===== config.mk =====
export PLATFORM = sky130hd
export DESIGN_NAME = music_score_recorder
export DESIGN_NICKNAME = d
export VERILOG_FILES = /design/src/rtl/music_score_recorder.sv
export SDC_FILE = /design/constraint.sdc
export NUM_CORES = 1
export LEC_CHECK = 0
export BUFFER_PORTS_ARGS = -buffer_cell sky130_fd_sc_hd__buf_4
export CORE_MARGIN = 2
export CORE_UTILIZATION = 50
export DETAILED_ROUTE_END_ITERATION = 8
export HOLD_SLACK_MARGIN = 0.03
export PLACE_DENSITY_LB_ADDON = 0.3
export SLEW_MARGIN = 20
export SYNTH_ARGS = -nofsm -noshare
export SYNTH_HDL_FRONTEND = slang
export SYNTH_SLANG_ARGS = --single-unit

===== constraint.sdc =====
create_clock -name clk_1ms -period 3.02 [get_ports clk_1ms]
set_input_delay 0.151 -clock clk_1ms [delete_from_list [all_inputs] [get_ports clk_1ms]]
set_output_delay 0.151 -clock clk_1ms [all_outputs]
set_load 0.01 [all_outputs]

===== src/rtl/music_score_recorder.sv =====
// music_score_recorder
// Turns live key input, sampled once per 1 ms tick, into a sequence of
// 24-bit score entries {length[15:0], note[3:0], octave[3:0]}. Each
// entry is written to the score RAM write port starting at address 0.
// Each run of an identical {note, octave} pair becomes one entry, and a
// run that reaches 16'hFFFF is split into a second entry.
//
// Optional feature macro: MUSIC_SCORE_TERMINATOR_EN
//   defined   : a zero entry is written after the last note, capacity DEPTH-1
//   undefined : no terminator is written, capacity DEPTH
//
// State table
//   IDLE | waiting for en; outputs hold the last session's results
//   REC  | measuring the held pair, flushing an entry on change/saturation
//   TERM | writing the zero terminator entry
//   DONE | session finished; waits for en low before returning to IDLE
module music_score_recorder #(
    parameter int DEPTH = 256
) (
    input  logic        clk_1ms,
    input  logic        rst,
    input  logic        en,
    input  logic [3:0]  key_note,
    input  logic [3:0]  key_octave,
    output logic        we,
    output logic [7:0]  wr_addr,
    output logic [23:0] wr_data,
    output logic [7:0]  note_count,
    output logic [15:0] cur_length,
    output logic        busy,
    output logic        full
);

    typedef enum logic [1:0] {
        S_IDLE = 2'd0,
        S_REC  = 2'd1,
        S_TERM = 2'd2,
        S_DONE = 2'd3
    } state_t;

`ifdef MUSIC_SCORE_TERMINATOR_EN
    localparam int     CAP      = DEPTH - 1;
    localparam state_t END_ST   = S_TERM;
    localparam logic   END_BUSY = 1'b1;
`else
    localparam int     CAP      = DEPTH;
    localparam state_t END_ST   = S_DONE;
    localparam logic   END_BUSY = 1'b0;
`endif

    // Nine bits so a capacity of 256 entries can be compared without wrapping.
    localparam logic [8:0] CAP_C = 9'(CAP);

    state_t       state_q;
    logic [3:0]   held_note_q;
    logic [3:0]   held_oct_q;
    logic [7:0]   ptr_q;
    logic [8:0]   count_q;
    logic [15:0]  len_q;
    logic         we_q;
    logic [7:0]   wr_addr_q;
    logic [23:0]  wr_data_q;
    logic         busy_q;
    logic         full_q;

    logic         key_chg;
    logic         len_sat;
    logic [8:0]   count_d;
    logic [23:0]  entry_d;

    // Flush conditions and the entry that a flush would write this cycle.
    always_comb begin
        key_chg = {key_note, key_octave} != {held_note_q, held_oct_q};
        len_sat = (len_q == 16'hFFFF);
        count_d = count_q + 9'd1;
        entry_d = {len_q, held_note_q, held_oct_q};
    end

    // Recording FSM; all outputs are registered here.
    always_ff @(posedge clk_1ms or posedge rst) begin
        if (rst) begin
            state_q     <= S_IDLE;
            held_note_q <= 4'd0;
            held_oct_q  <= 4'd0;
            ptr_q       <= 8'd0;
            count_q     <= 9'd0;
            len_q       <= 16'd0;
            we_q        <= 1'b0;
            wr_addr_q   <= 8'd0;
            wr_data_q   <= 24'd0;
            busy_q      <= 1'b0;
            full_q      <= 1'b0;
        end else begin
            we_q <= 1'b0;
            case (state_q)
                S_IDLE: begin
                    if (en) begin
                        count_q     <= 9'd0;
                        ptr_q       <= 8'd0;
                        wr_addr_q   <= 8'd0;
                        full_q      <= 1'b0;
                        held_note_q <= key_note;
                        held_oct_q  <= key_octave;
                        len_q       <= 16'd1;
                        busy_q      <= 1'b1;
                        state_q     <= S_REC;
                    end
                end
                S_REC: begin
                    if (!en) begin
                        // A key change in the same cycle is ignored: flush only.
                        we_q      <= 1'b1;
                        wr_addr_q <= ptr_q;
                        wr_data_q <= entry_d;
                        ptr_q     <= ptr_q + 8'd1;
                        count_q   <= count_d;
                        busy_q    <= END_BUSY;
                        state_q   <= END_ST;
                    end else if (key_chg || len_sat) begin
                        // Saturated runs restart as a new entry with the same pair.
                        we_q        <= 1'b1;
                        wr_addr_q   <= ptr_q;
                        wr_data_q   <= entry_d;
                        ptr_q       <= ptr_q + 8'd1;
                        count_q     <= count_d;
                        held_note_q <= key_note;
                        held_oct_q  <= key_octave;
                        len_q       <= 16'd1;
                        if (count_d == CAP_C) begin
                            full_q  <= 1'b1;
                            busy_q  <= END_BUSY;
                            state_q <= END_ST;
                        end
                    end else begin
                        len_q <= len_q + 16'd1;
                    end
                end
                S_TERM: begin
                    we_q      <= 1'b1;
                    wr_addr_q <= ptr_q;
                    wr_data_q <= 24'h000000;
                    busy_q    <= 1'b0;
                    state_q   <= S_DONE;
                end
                S_DONE: begin
                    if (!en) begin
                        state_q <= S_IDLE;
                    end
                end
                default: state_q <= S_IDLE;
            endcase
        end
    end

    assign we         = we_q;
    assign wr_addr    = wr_addr_q;
    assign wr_data    = wr_data_q;
    assign note_count = count_q[7:0];
    assign cur_length = len_q;
    assign busy       = busy_q;
    assign full       = full_q;

endmodule


==> results of run 1 <==
==> registers in the layout, indices dropped and copies added (netlist names) <==
signal       cells
wr_data         24
cur_length      16
count_q          9
ptr_q            8
wr_addr          8
held_note_q      4
held_oct_q       4
state_q          2
busy             1
full             1
we               1
==> critical path: stages (launching register included) <==
cell and delay [ps]:
sky130_fd_sc_hd__dfrtp_1 430, sky130_fd_sc_hd__ha_1 240, sky130_fd_sc_hd__nand4_1 190, sky130_fd_sc_hd__o41a_1 460
sky130_fd_sc_hd__and3_4 260, sky130_fd_sc_hd__nor2_2 500, sky130_fd_sc_hd__mux2_2 400
==> stage by stage <==
step                      instance area, sq um  total power, mW
after floorplan                           3840             2.61
after global placement                    4380             3.02
after detailed placement                  4380             3.08
after CTS                                 4640             3.86
after global routing                      4640             4.10
final                                     4640             3.82
==> Yosys cell counts, types with 2 or more instances <==
cell | instances | share of area (%)
sky130_fd_sc_hd__ha_1 | 9 | 2.9
sky130_fd_sc_hd__a22o_1 | 28 | 6.4
sky130_fd_sc_hd__and4_2 | 2 | 0.52
sky130_fd_sc_hd__nor2_1 | 29 | 2.8
sky130_fd_sc_hd__nand3_1 | 12 | 1.6
sky130_fd_sc_hd__a21oi_1 | 13 | 1.7
sky130_fd_sc_hd__clkbuf_1 | 7 | 0.69
sky130_fd_sc_hd__dfrtp_1 | 78 | 51
sky130_fd_sc_hd__nor2_2 | 2 | 0.33
sky130_fd_sc_hd__o211ai_1 | 3 | 0.59
sky130_fd_sc_hd__nand2_1 | 40 | 3.9
sky130_fd_sc_hd__nor3_1 | 5 | 0.65
sky130_fd_sc_hd__and3_1 | 5 | 0.82
sky130_fd_sc_hd__buf_2 | 3 | 0.39
sky130_fd_sc_hd__a211oi_2 | 3 | 0.98
sky130_fd_sc_hd__xnor2_1 | 8 | 1.8
sky130_fd_sc_hd__xor2_1 | 13 | 3.0
sky130_fd_sc_hd__nor4_2 | 2 | 0.65
sky130_fd_sc_hd__o21ai_0 | 19 | 2.5
sky130_fd_sc_hd__mux2_2 | 3 | 0.88
sky130_fd_sc_hd__mux2_1 | 7 | 2.1
sky130_fd_sc_hd__nand4_1 | 7 | 1.1
sky130_fd_sc_hd__buf_4 | 11 | 2.2
sky130_fd_sc_hd__nor4_1 | 2 | 0.33
sky130_fd_sc_hd__o21ai_1 | 4 | 0.52
sky130_fd_sc_hd__a31oi_1 | 6 | 0.98
sky130_fd_sc_hd__inv_1 | 10 | 0.98
sky130_fd_sc_hd__nand4_2 | 2 | 0.65
sky130_fd_sc_hd__or3_1 | 4 | 0.65
sky130_fd_sc_hd__a211o_1 | 2 | 0.46
sky130_fd_sc_hd__or2_2 | 3 | 0.49
==> metal layers <==
layer  global-route usage, %  vias up
met4                    7.58        0
met5                       0        -
li1                        -     1451
met2                    36.3       68
met3                    4.90        8
met1                    26.0     1493
==> how the worst max path moves through the flow <==
stage                          end  depth (start not counted)           from  slack (ps)
floorplan           held_note_q[0]                          8  cur_length[0]         720
global placement     held_oct_q[1]                          6  cur_length[0]         540
detailed placement   held_oct_q[1]                          6  cur_length[0]         430
CTS                  held_oct_q[1]                          6  cur_length[0]         400
global route        cur_length[15]                          8     state_q[1]         220
finish               held_oct_q[1]                          6  cur_length[0]         420
==> final cells by class <==
type	count	area share, %
Clock buffer	10	2.75
Clock inverter	6	1.35
Timing Repair Buffer	80	13.6
Inverter	10	0.809
Multi-Input combinational cell	256	36.8
Sequential cell	78	42.0
Tap cell	99	2.67
==> power breakdown <==
group | leakage, nW | total, mW | switching, mW | internal, mW
Combinational | 1.04 | 1.51 | 0.872 | 0.643
Sequential | 1.03 | 1.54 | 0.250 | 1.29
Clock | 0.0883 | 0.766 | 0.387 | 0.379
Total | 2.17 | 3.82 | 1.51 | 2.32
==> cell families (layout without fill, tap and decap cells) <==
| group | after synthesis | after routing | share of synthesized area, % |
|---|---|---|---|
| buf+inv | 33 | 106 | 4.60 |
| simple gates | 125 | 125 | 16.6 |
| compound gates | 90 | 90 | 17.0 |
| flops | 78 | 78 | 50.9 |
| fa+ha+maj | 9 | 9 | 2.94 |
| mux | 11 | 11 | 3.20 |
| xor+xnor | 21 | 21 | 4.79 |
==> results.env, run 1 <==
TIMING.CRITICAL_PATH.ARRIVAL_PS=2850
CLOCK_SINKS=78
DIE_W_UM=91.6
AREA_OF_THE_CORE_SQ_MM=0.00733
SYNTHESIS.INSTANCES=367
FINALSETUPVIOLCOUNT=0
DR_TOTAL_VIAS=3020
GRT.TOTAL_USAGE_PCT=21.2
DRT_ITER0_DRC=136
INSERTION_DELAY_PS=360
PLACEMENT.SETUP.WORST_SLACK_PS=426
CP_DATA_REQUIRED_TIME_PS=3260
DETAILED_ROUTE_DRC_ERROR_COUNT=0
POSTSYNTH.TOPFLOPCELL='sky130_fd_sc_hd__dfrtp_1'
DRTPASS1ITERATIONS=4
CRITICAL_PATH.ENDPOINT_TYPE='flop'
CRIT_PATH_CATEGORY='reg -> reg'
MET1_LENGTH_UM=3670
DETAILROUTE.WIRELENGTH.MET2_UM=4300
CHIPHEIGHT_UM=91.6
SYNTH_CELL_TYPES=56
POST_SYNTHESIS_REGISTER_BIT_COUNT=78
YOSYSSEQAREASHARE_PCT=50.9
REG2REG_FROM='cur_length[0]'
WORST-SLEW-PIN-TRANSITION_PS=1040
LAYOUT.CELLS.MOST_COMMON_LIST='sky130_fd_sc_hd__dfrtp_1 (78), sky130_fd_sc_hd__buf_4 (72), sky130_fd_sc_hd__nand2_1 (40)'
CTS.REPORTEDPATHS.CLKPINSLEW_PS=80
CTS_REPAIR_RESIZED_INSTS=0
R2R_CELLS=6
CP_MAX_FANOUT=11
FINAL_MAX_SLEW_VIOL_COUNT=0
PIN_COUNT=70
INITIAL_CORE_UTIL_PCT=52.3
ANTENNA_FOUND_INITIAL=0
CORE.ROWCOUNT=31
MAXUSEDROUTINGLAYER='met4'
POST_CTS_BUFFERS=0
GRT_MAX_DEGREE=45
FINALWIRELENGTH_UM=8450
ROOT_BUFFER_CELL='sky130_fd_sc_hd__clkbuf_8'
GLOBAL_ROUTE_WIRE_LENGTH_BEFORE_REPAIR_UM=14100
VIAS_PER_CELL=5.60
WL_MET3_UM=378
TIMING.MAX_SLEW.REL_SLACK_PCT=30.5
SYN_AREA_PER_CELL_SQ_UM=10.5
SINK_OF_THE_WORST_HOLD_PATH='held_note_q[1]'
INSTANCES_NO_FILL=539
ANTENNA_LEFT=0
LAYOUT_COMMONEST_CELL='sky130_fd_sc_hd__dfrtp_1'
SKEW_PS=10.7
FILLCELLCOUNT=598
POWER.IR.VDD_WORST_uV=384
CLOCK_TREE.HTREE_LEVEL_COUNT=3
CRIT-REG2REG-CAPTURE='held_oct_q[1]'
TIMING.HOLD.WORST.CLASS='in -> reg'
ANTENNA_CELLS_INSERTED=0
FINAL.HOLD.WORST_SLACK_PS=39.8
GRT_OVERFLOW=0
HOLDCRITSTARTPOINT='key_note[1]'
CTS_BUFFERS=9
PLACE_INST=516
FINALWEIGHTEDCONGESTION=0.755
MINIMUM_SETUP_SLACK_IN_THE_FINAL_DESIGN_PS=416
TRITONCTS='yes'
SYNTH_AREA_SQ_MM=0.00384
YS_WARN_COUNT=0
SYNTH-ASYNC-RESET-RATIO_PCT=100
STATUS='complete, no violations'
TIMING.FMAX_MHz=384
PERIOD_NEEDED_PS=2600
SEQCELLAREA_SQ_MM=0.00195
LAYOUT.NETS=455
CRIT_SHARE_POST_ROUTE_PCT=86.2
SYN_TO_FINAL_GROWTH_PCT=21.0
POST_ROUTE_CELLS_DRIVE_ABOVE_1_SHARE_PCT=25.2
HOLDPATHSTAGES=2
FINALSETUPTNS_PS=0
MULTI_INPUT_COMB_AREA_SQ_MM=0.00171
P_LEAK_nW=2.17
CTSHOLDBUFFERS=7
UTILIZATION_AFTER_LAYOUT_PCT=63.3
CLOCKBUFFERDEPTH=2
TIMING.FINAL.HOLD_VIOLATIONS=0
CP-START-KIND='flop'
DP_HPWL_UM=5860
POST_DRT_WL_PER_CELL_UM=15.7
SETUP.REG_TO_REG.WORST_SLACK_PS=420
MAX_CAP_VIOLATIONS=0
PORT-BUFFER-COUNT=69
SYNTH_ENABLE_FLOP_CELLS=0
GRT_PASS1_VIAS=2890
MAPPEDNETLISTNETS=387
POWER_DENSITY_mW_PER_MM2=824
UNREPAIRED_SETUP_ENDPOINTS_AFTER_GLOBAL_ROUTING='no'
FLOORPLAN.DIE_AREA_SQ_MM=0.00839
Note: power is estimated with default switching activity, not from simulation.
==> inputs of run 2 (changes only) <==
clock period = 3.2 ns   (was 3.02 ns; I/O delays follow)
==> run 2 against run 1 <==
Compared with the run above:
- critical path depth stayed put
- design area is 0.86% lower
- final cell count is 0.56% lower
- combinational power is 5% lower
- clock power is 5.9% lower
- register-to-register slack better by 260 ps
- largest power group unchanged
- sequential share of layout area is 0.37 points higher
- non-clock buffer count is 2 lower
- largest cell class unchanged
==> results.env, run 2 (synthesis gave the netlist of run 1 again) <==
STATUS='complete, no violations'  # unchanged
UTILIZATION_AFTER_LAYOUT_PCT=62.8  # was 63.3%
HOLDCRITSTARTPOINT='key_octave[0]'  # was key_note[1]
ANTENNA_CELLS_INSERTED=0  # unchanged
AREA_OF_THE_CORE_SQ_MM=0.00733  # unchanged
GRT_OVERFLOW=0  # unchanged
HOLDPATHSTAGES=2  # unchanged
TIMING.MAX_SLEW.REL_SLACK_PCT=30.9  # was 30.5%
CRITICAL_PATH.ENDPOINT_TYPE='flop'  # unchanged
PLACEMENT.SETUP.WORST_SLACK_PS=660  # was 426 ps
CLOCK_SINKS=78  # unchanged
CLOCKBUFFERDEPTH=2  # unchanged
POST_DRT_WL_PER_CELL_UM=15.5  # was 15.7 um
POWER.IR.VDD_WORST_uV=474  # was 384 uV
GRT_MAX_DEGREE=49  # was 45
DIE_W_UM=91.6  # unchanged
INITIAL_CORE_UTIL_PCT=52.3  # unchanged
FLOORPLAN.DIE_AREA_SQ_MM=0.00839  # unchanged
CP-START-KIND='flop'  # unchanged
SINK_OF_THE_WORST_HOLD_PATH='held_oct_q[0]'  # was held_note_q[1]
DETAILED_ROUTE_DRC_ERROR_COUNT=0  # unchanged
INSTANCES_NO_FILL=536  # was 539
CTS_BUFFERS=9  # unchanged
WORST-SLEW-PIN-TRANSITION_PS=1040  # about the same
CRIT_SLOWEST_CELL='sky130_fd_sc_hd__o41a_1'  # was sky130_fd_sc_hd__nor2_2
GLOBAL_ROUTE_WIRE_LENGTH_BEFORE_REPAIR_UM=13900  # was 14100 um
MAX_CAP_VIOLATIONS=0  # unchanged
LAYOUT.CELLS.MOST_COMMON_LIST='sky130_fd_sc_hd__dfrtp_1 (78), sky130_fd_sc_hd__buf_4 (75), sky130_fd_sc_hd__nand2_1 (40)'  # was sky130_fd_sc_hd__dfrtp_1 (78), sky130_fd_sc_hd__buf_4 (72), sky130_fd_sc_hd__nand2_1 (40)
TIMING.CRITICAL_PATH.ARRIVAL_PS=2770  # was 2850 ps
PLACE_INST=518  # was 516
FILLCELLCOUNT=612  # was 598
ANTENNA_LEFT=0  # unchanged
TRITONCTS='yes'  # unchanged
CP_DATA_REQUIRED_TIME_PS=3440  # was 3260 ps
SYN_TO_FINAL_GROWTH_PCT=20.0  # was 21.0%
ROOT_BUFFER_CELL='sky130_fd_sc_hd__clkbuf_8'  # unchanged
PATH_DELAY_FAMILY='simple AND/OR/NAND/NOR gates'  # unchanged
CORE.ROWCOUNT=31  # unchanged
LARGEST_REGISTER_FFS=24  # unchanged
ANTENNA_FOUND_INITIAL=0  # unchanged
CRIT_PATH_CELL_TRACE='ha_1 > nand4_1 > o41a_1 > and3_4 > nor2_2 > mux2_2'  # unchanged
GRT_PASS1_VIAS=2807  # was 2890
SETUP.REG_TO_REG.WORST_SLACK_PS=670  # was 420 ps
CTS.REPORTEDPATHS.CLKPINSLEW_PS=80  # about the same
TIMING.FINAL.HOLD_VIOLATIONS=0  # unchanged
CRIT_SHARE_POST_ROUTE_PCT=79.0  # was 86.2%
PORT-BUFFER-COUNT=69  # unchanged
CTS_REPAIR_RESIZED_INSTS=0  # unchanged
CRIT-REG2REG-CAPTURE='held_oct_q[1]'  # unchanged
POST_ROUTE_CELLS_DRIVE_ABOVE_1_SHARE_PCT=25.9  # was 25.2%
DR_TOTAL_VIAS=2963  # was 3020
CTSHOLDBUFFERS=2  # was 7
PIN_COUNT=70  # unchanged
FINALWIRELENGTH_UM=8300  # was 8450 um
FINAL_MAX_SLEW_VIOL_COUNT=0  # unchanged
REG2REG_FROM='cur_length[0]'  # unchanged
SKEW_PS=11.4  # was 10.7 ps
FINALSETUPVIOLCOUNT=0  # unchanged
PERIOD_NEEDED_PS=2530  # was 2600 ps
MINIMUM_SETUP_SLACK_IN_THE_FINAL_DESIGN_PS=672  # was 416 ps
POWER_DENSITY_mW_PER_MM2=786  # was 824 mW/mm^2
GRT.TOTAL_USAGE_PCT=20.8  # was 21.2%
CPPEAKSTAGEDELAY_PS=460  # was 500 ps
POST_CTS_BUFFERS=0  # unchanged
DP_HPWL_UM=5720  # was 5860 um
VIAS_PER_CELL=5.53  # was 5.60
FINALSETUPTNS_PS=0  # unchanged
CP_MAX_FANOUT=11  # unchanged
DRT_ITER0_DRC=112  # was 136
LAYOUT_COMMONEST_CELL='sky130_fd_sc_hd__dfrtp_1'  # unchanged
FINAL.HOLD.WORST_SLACK_PS=45.5  # was 39.8 ps
CHIPHEIGHT_UM=91.6  # unchanged
UNREPAIRED_SETUP_ENDPOINTS_AFTER_GLOBAL_ROUTING='no'  # unchanged
CRIT_PATH_CATEGORY='reg -> reg'  # unchanged
DRTPASS1ITERATIONS=4  # unchanged
INSERTION_DELAY_PS=350  # was 360 ps
TIMING.FMAX_MHz=396  # was 384 MHz
LAYOUT.NETS=453  # was 455
P_LEAK_nW=2.16  # was 2.17 nW
CRIT_BUF_INV=0  # unchanged
FINALWEIGHTEDCONGESTION=0.813  # was 0.755
TIMING.HOLD.WORST.CLASS='in -> reg'  # unchanged
R2R_CELLS=6  # unchanged
CLOCK_TREE.HTREE_LEVEL_COUNT=3  # unchanged
[run 2: worst reg2reg max path, cell delays in order (launching register included)]
cell	delay, ps
sky130_fd_sc_hd__dfrtp_1	420
sky130_fd_sc_hd__ha_1	250
sky130_fd_sc_hd__nand4_1	180
sky130_fd_sc_hd__o41a_1	460
sky130_fd_sc_hd__and3_4	250
sky130_fd_sc_hd__nor2_2	460
sky130_fd_sc_hd__mux2_2	390
[run 2: through the flow]
step	power (mW)	cell area (sq um)
2_1_floorplan	2.46	3840
3_3_place_gp	2.86	4380
3_5_place_dp	2.92	4380
4_1_cts	3.64	4590
5_1_grt	3.89	4600
6_report	3.62	4600
[run 2: worst max path at each step]
stage	from	end	slack [ps]	cells past startpoint
2_1_floorplan	cur_length[0]	held_note_q[0]	900	8
3_3_place_gp	cur_length[0]	held_oct_q[1]	760	6
3_5_place_dp	cur_length[0]	held_oct_q[1]	660	6
4_1_cts	cur_length[0]	held_oct_q[1]	640	6
5_1_grt	cur_length[0]	held_oct_q[1]	500	6
6_report	cur_length[0]	held_oct_q[1]	670	6
[run 2: area by class of cell]
| cell class | count | area, sq um | area share, % |
|---|---|---|---|
| Tap cell | 99 | 124 | 2.69 |
| Inverter | 10 | 37.5 | 0.816 |
| Timing Repair Buffer | 78 | 593 | 12.9 |
| Sequential cell | 78 | 1950 | 42.4 |
| Clock inverter | 6 | 63.8 | 1.39 |
| Multi-Input combinational cell | 256 | 1710 | 37.1 |
| Clock buffer | 9 | 124 | 2.69 |
[run 2: power by group]
| group | internal (mW) | total, mW | switching (mW) |
|---|---|---|---|
| Clock | 0.354 | 0.721 | 0.366 |
| Sequential | 1.22 | 1.46 | 0.238 |
| Combinational | 0.607 | 1.44 | 0.828 |
[run 2: metal layers]
layer,vias to the layer above,part of all wire (%),GRT usage [%]
met5,-,0,0
met4,0,1.9,7.70
met3,13,4.1,4.15
met2,71,49,34.7
met1,1431,45,26.9
li1,1448,-,-
